===== config.mk =====
export PLATFORM = sky130hd
export DESIGN_NAME = serdes_serializer
export DESIGN_NICKNAME = d
export VERILOG_FILES = /design/src/rtl/serdes_pkg.sv /design/src/rtl/serdes_serializer_ctrl.sv /design/src/rtl/serdes_serializer.sv
export SDC_FILE = /design/constraint.sdc
export NUM_CORES = 1
export LEC_CHECK = 0
export CAP_MARGIN = 20
export CORE_ASPECT_RATIO = 0.7
export CORE_MARGIN = 5
export CORE_UTILIZATION = 40
export CTS_CLUSTER_DIAMETER = 30
export DETAILED_ROUTE_END_ITERATION = 8
export GPL_TIMING_DRIVEN = 0
export PLACE_DENSITY = 0.66
export SYNTH_ARGS = -nofsm -noshare
export SYNTH_HDL_FRONTEND = slang
export SYNTH_SLANG_ARGS = --single-unit

===== constraint.sdc =====
create_clock -name clk -period 3.45 [get_ports clk]
set_input_delay 0.345 -clock clk [delete_from_list [all_inputs] [get_ports clk]]
set_output_delay 0.345 -clock clk [all_outputs]
set_load 0.1 [all_outputs]

===== src/rtl/serdes_pkg.sv =====
// Shared types and helpers for the serdes serializer slice.
package serdes_pkg;

  typedef enum logic {IDLE, SEND} serdes_ser_state_t;

  // Counter width for an n-entry index; never narrower than one bit.
  function automatic int cnt_width(input int n);
    if (n <= 1) begin
      return 1;
    end else begin
      return $clog2(n);
    end
  endfunction

endpackage


===== src/rtl/serdes_serializer_ctrl.sv =====
// Serializer control: IDLE/SEND FSM plus word index counter.
module serdes_serializer_ctrl
  import serdes_pkg::*;
#(
  parameter int N_SAMPLES = 8,
  parameter int CW        = cnt_width(N_SAMPLES)
) (
  input  logic          clk,
  input  logic          reset,
  input  logic          recv_val,
  input  logic          send_rdy,
  output logic          recv_rdy,
  output logic          send_val,
  output logic          load,
  output logic [CW-1:0] count
);

  localparam logic [CW-1:0] LAST_IDX = CW'(N_SAMPLES - 1);
  localparam logic [CW-1:0] ONE_IDX  = CW'(1);

  serdes_ser_state_t state_r, state_next_s;
  logic [CW-1:0]     count_r, count_next_s;
  logic              recv_rdy_s, send_val_s, load_s;

  // State and counter registers.
  always_ff @(posedge clk or negedge reset) begin
    if (!reset) begin
      state_r <= IDLE;
      count_r <= '0;
    end else begin
      state_r <= state_next_s;
      count_r <= count_next_s;
    end
  end

  // Next-state and handshake decode; the last beat reopens recv_rdy in the same cycle.
  always_comb begin
    state_next_s = state_r;
    count_next_s = count_r;
    recv_rdy_s   = 1'b0;
    send_val_s   = 1'b0;
    load_s       = 1'b0;
    case (state_r)
      IDLE: begin
        recv_rdy_s = 1'b1;
        if (recv_val) begin
          load_s       = 1'b1;
          count_next_s = '0;
          state_next_s = SEND;
        end else begin
          state_next_s = IDLE;
        end
      end
      SEND: begin
        send_val_s = 1'b1;
        if (send_rdy) begin
          if (count_r == LAST_IDX) begin
            recv_rdy_s   = 1'b1;
            count_next_s = '0;
            if (recv_val) begin
              load_s       = 1'b1;
              state_next_s = SEND;
            end else begin
              state_next_s = IDLE;
            end
          end else begin
            count_next_s = count_r + ONE_IDX;
          end
        end else begin
          count_next_s = count_r;
        end
      end
      default: begin
        state_next_s = IDLE;
        count_next_s = '0;
      end
    endcase
  end

  assign recv_rdy = recv_rdy_s & reset;
  assign send_val = send_val_s & reset;
  assign load     = load_s & reset;
  assign count    = count_r;

endmodule


===== src/rtl/serdes_serializer.sv =====
// Parallel-to-serial stage: takes one N_SAMPLES-word frame, emits words index 0 first.
module serdes_serializer
  import serdes_pkg::*;
#(
  parameter int N_SAMPLES = 8,
  parameter int BIT_WIDTH = 32
) (
  input  logic                 clk,
  input  logic                 reset,
  input  logic                 recv_val,
  output logic                 recv_rdy,
  input  logic [BIT_WIDTH-1:0] recv_msg [N_SAMPLES],
  output logic                 send_val,
  input  logic                 send_rdy,
  output logic [BIT_WIDTH-1:0] send_msg
);

  generate
    if (N_SAMPLES == 1) begin : g_bypass
      logic unused_clk_rst_s;
      assign unused_clk_rst_s = clk ^ reset;
      assign recv_rdy = send_rdy;
      assign send_val = recv_val;
      assign send_msg = recv_msg[0];
    end else begin : g_ser
      localparam int CW = cnt_width(N_SAMPLES);

      logic                 load_s;
      logic                 send_val_s;
      logic [CW-1:0]        count_s;
      logic [BIT_WIDTH-1:0] frame_r [N_SAMPLES];

      serdes_serializer_ctrl #(
        .N_SAMPLES (N_SAMPLES),
        .CW        (CW)
      ) u_ctrl (
        .clk      (clk),
        .reset    (reset),
        .recv_val (recv_val),
        .send_rdy (send_rdy),
        .recv_rdy (recv_rdy),
        .send_val (send_val_s),
        .load     (load_s),
        .count    (count_s)
      );

      for (genvar i = 0; i < N_SAMPLES; i++) begin : g_word
        // Frame word register, written only on an accepted frame.
        always_ff @(posedge clk or negedge reset) begin
          if (!reset) begin
            frame_r[i] <= '0;
          end else if (load_s) begin
            frame_r[i] <= recv_msg[i];
          end else begin
            frame_r[i] <= frame_r[i];
          end
        end
      end

      assign send_val = send_val_s;
      assign send_msg = send_val_s ? frame_r[count_s] : '0;
    end
  endgenerate

endmodule


==> impl_metrics.env <==
export IMPL_outcome="finished, final reports clean"
export IMPL_n_fill_cell=2602
export IMPL_clock_fmax_mhz=300.6
export IMPL_netSwitchingPower_mw=5.918
export IMPL_ir_worst_vdd_uv=564.2
export IMPL_dp_cells=1537
export IMPL_seq_area_frac_synth_pct=49.92
export IMPL_cts_sinks=260
export IMPL_wl_um=38190
export IMPL_die_height_um=161.0
export IMPL_clock_root_buffer="clkbuf_16"
export IMPL_start_util_pct=40.47
export IMPL_tightest_slew_ns=1.070
export IMPL_clock_latency_ns=0.53
export IMPL_relSlewSlack_pct=28.46
export IMPL_vias_per_cell=5.030
export IMPL_postCtsSetupRepairBufs=0
export IMPL_ios=294
export IMPL_path_cells="buf_2 -> buf_6 -> buf_2 -> mux2i_1 -> o22ai_1 -> or2_2 -> clkdlybuf4s15_2"
export IMPL_p_leak_nw=8.161
export IMPL_antenna_left=0
export IMPL_required_ns=3.11
export IMPL_crit_fanout=10
export IMPL_crit_top_cell="buf_2"
export IMPL_core_mm2=0.03221
export IMPL_fin_crit_ns=3.326
export IMPL_antenna_found_initial=11
export IMPL_nNetsFinal=1425
export IMPL_die_x_um=225.7
export IMPL_critPathMaxStageDelay_ns=0.47
export IMPL_h_tree_depth=2
export IMPL_post_drt_wl_per_cell_um=23.47
export IMPL_ys_warn_count=0
export IMPL_dpl_hpwl_um=27210
export IMPL_final_hold_violation_count=0
export IMPL_clock_skew_final_ns=0.01380
export IMPL_synth_seq_cells=260
export IMPL_dr_total_vias=8184
export IMPL_startpoint_type="flop"
export IMPL_finalSetupTns_ns=0
export IMPL_row_count=55
export IMPL_syn_num_nets=1077
export IMPL_power_density_mw_per_mm2=943.8
export IMPL_numCtsBuffers=49
export IMPL_route_detailed_drc=0
export IMPL_cts_tree="done"
export IMPL_detail_route_iter0_violations=390
export IMPL_final_cells=1627
export IMPL_grt_overflow_total=0
export IMPL_p_seq_share_pct=32.0
export IMPL_final_cell_mix="dfrtp_1, clkdlybuf4s50_1, mux2_4"
export IMPL_clkPwrFrac_pct=27.8
export IMPL_ys_types=24
export IMPL_grt_pass1_vias=9075
export IMPL_finalPower_mw=17.16
export IMPL_clk_pin_slew_ns=0.05
export IMPL_sw_frac_of_total_pct=34.48
export IMPL_path_buf_inv=4
export IMPL_die_area_mm2=0.03635
export IMPL_min_path_type="in -> reg"
export IMPL_crit_slowest_cell="mux2i_1"
export IMPL_p_int_mw=11.25
export IMPL_endpoint_kind="output port"
export IMPL_setup_viol_count_final=0
export IMPL_path_class="reg -> out"
export IMPL_drv_cap=0
export IMPL_cpLargestDelayFamily="buffers and inverters"
export IMPL_portBuffers=293
export IMPL_drive_gt1_share_pct=37.20
export IMPL_power_frac_comb_pct=40.2
export IMPL_grt_pass1_wl_um=57280
export IMPL_crit_arrival_ns=2.98
export IMPL_fin_crit_sh_pct=96.41
export IMPL_drt_pass1_iter_count=4
export IMPL_synth_avg_cell_area_um2=15.99
export IMPL_syn2layout_area_growth_pct=39.54
export IMPL_slew_violations=0
export IMPL_grt_max_degree=115
export IMPL_gr_usage_all_layers_pct=20.69
export IMPL_cts_buffer_depth=3
export IMPL_gp_congestion=0.7817
export IMPL_grt_setup_unrepaired="false"
export IMPL_synthesis_area_mm2=0.01303
export IMPL_synth_cells=815
## flip-flops by register name, summed over array words and instances (netlist names)
register / flops
g_ser.frame_r: 256
g_ser.u_ctrl.count: 3
g_ser.u_ctrl.state_r: 1
## worst paths after layout
kind	from	end	slack [ns]	depth (start not counted)
hold / removal	recv_msg[218]	g_ser.frame_r[218]	0.42	2
setup reg to reg	g_ser.u_ctrl.count[0]	g_ser.frame_r[205]	1.47	7
min in group asynchronous	reset	g_ser.frame_r[250]	0.71	3
setup / recovery	g_ser.u_ctrl.count[1]	send_msg[1]	0.12	7
hold reg to reg	g_ser.frame_r[203]	g_ser.frame_r[203]	0.50	1
max in group asynchronous	reset	g_ser.frame_r[207]	2.16	3
## through the flow
stage	worst slack, ns	area (µm²)	hold WS [ns]	util [%]
5_1_grt	0.02623	18180	0.4076	56.46
3_5_place_dp	-0.08250	16560	0.2782	51.42
4_1_cts	0.01389	18230	0.3961	56.60
3_3_place_gp	-11.10	16500	0.4886	51.23
2_1_floorplan	0.9353	13030	0.04941	-
6_report	0.1238	18180	0.4189	56.46
## synthesized netlist by cell type
cell,count,area share (%)
nand4b_1,2,0.13
buf_12,26,4.0
or2_2,28,1.3
buf_2,12,0.46
buf_4,5,0.29
and2_1,1,0.048
buf_6,4,0.35
clkbuf_1,10,0.29
nor2_1,1,0.029
a22o_1,1,0.067
nor2_4,1,0.086
o22ai_1,64,3.1
or2_1,5,0.24
a21boi_4,1,0.14
nand4bb_1,1,0.086
nand4_1,1,0.048
dfrtp_1,260,50
nand2_1,2,0.058
mux2_2,17,1.5
nor2b_1,1,0.048
a32o_1,1,0.077
mux2_4,240,28
mux2i_1,129,9.9
ha_1,2,0.19
## cells by family (layout without fill, tap and decap cells)
kind of cell | after synthesis | count (layout) | share of synthesized area (%)
simple gates | 43 | 43 | 2.122
other cells | 0 | 1 | 0
mux | 386 | 386 | 39.03
compound gates | 67 | 67 | 3.360
fa+ha+maj | 2 | 2 | 0.1920
buf+inv | 57 | 441 | 5.376
flops | 260 | 260 | 49.92
## what timing repair did
action,4_1_cts,5_1_grt
endpoints found under the setup margin,32,18
resized for setup,59,29
hold endpoints to repair,38,0
hold buffers,2,0
## layout make-up
type	instances	area [µm²]	share of cell area (%)
Clock buffer	64	1363	7.493
Buffer	57	703.2	3.867
Antenna cell	1	2.502	0.01376
Clock inverter	23	284.0	1.562
Tap cell	427	534.3	2.938
Timing Repair Buffer	297	2967	16.31
Multi-Input combinational cell	498	5826	32.04
Sequential cell	260	6506	35.78
## layer usage
metal | vias up | part of all wire (%) | routed length (µm) | track usage [%]
met5 | - | 0.34 | 128 | 0
li1 | 3693 | - | - | -
met4 | 18 | 1.2 | 459 | 3.849
met2 | 241 | 43 | 16530 | 30.51
met1 | 4175 | 48 | 18210 | 30.23
met3 | 57 | 7.5 | 2864 | 6.704
## power by group through the flow
stage | Clock (mW) | Sequential (mW) | Combinational [mW]
floorplan | 0 | 5.20 | 5.50
global placement | 0 | 5.46 | 6.95
CTS | 4.85 | 5.48 | 6.96
finish | 4.77 | 5.49 | 6.90
detailed placement | 0 | 5.49 | 7.04
global route | 5.01 | 5.68 | 7.26
Power figures use the tool's default switching activity.
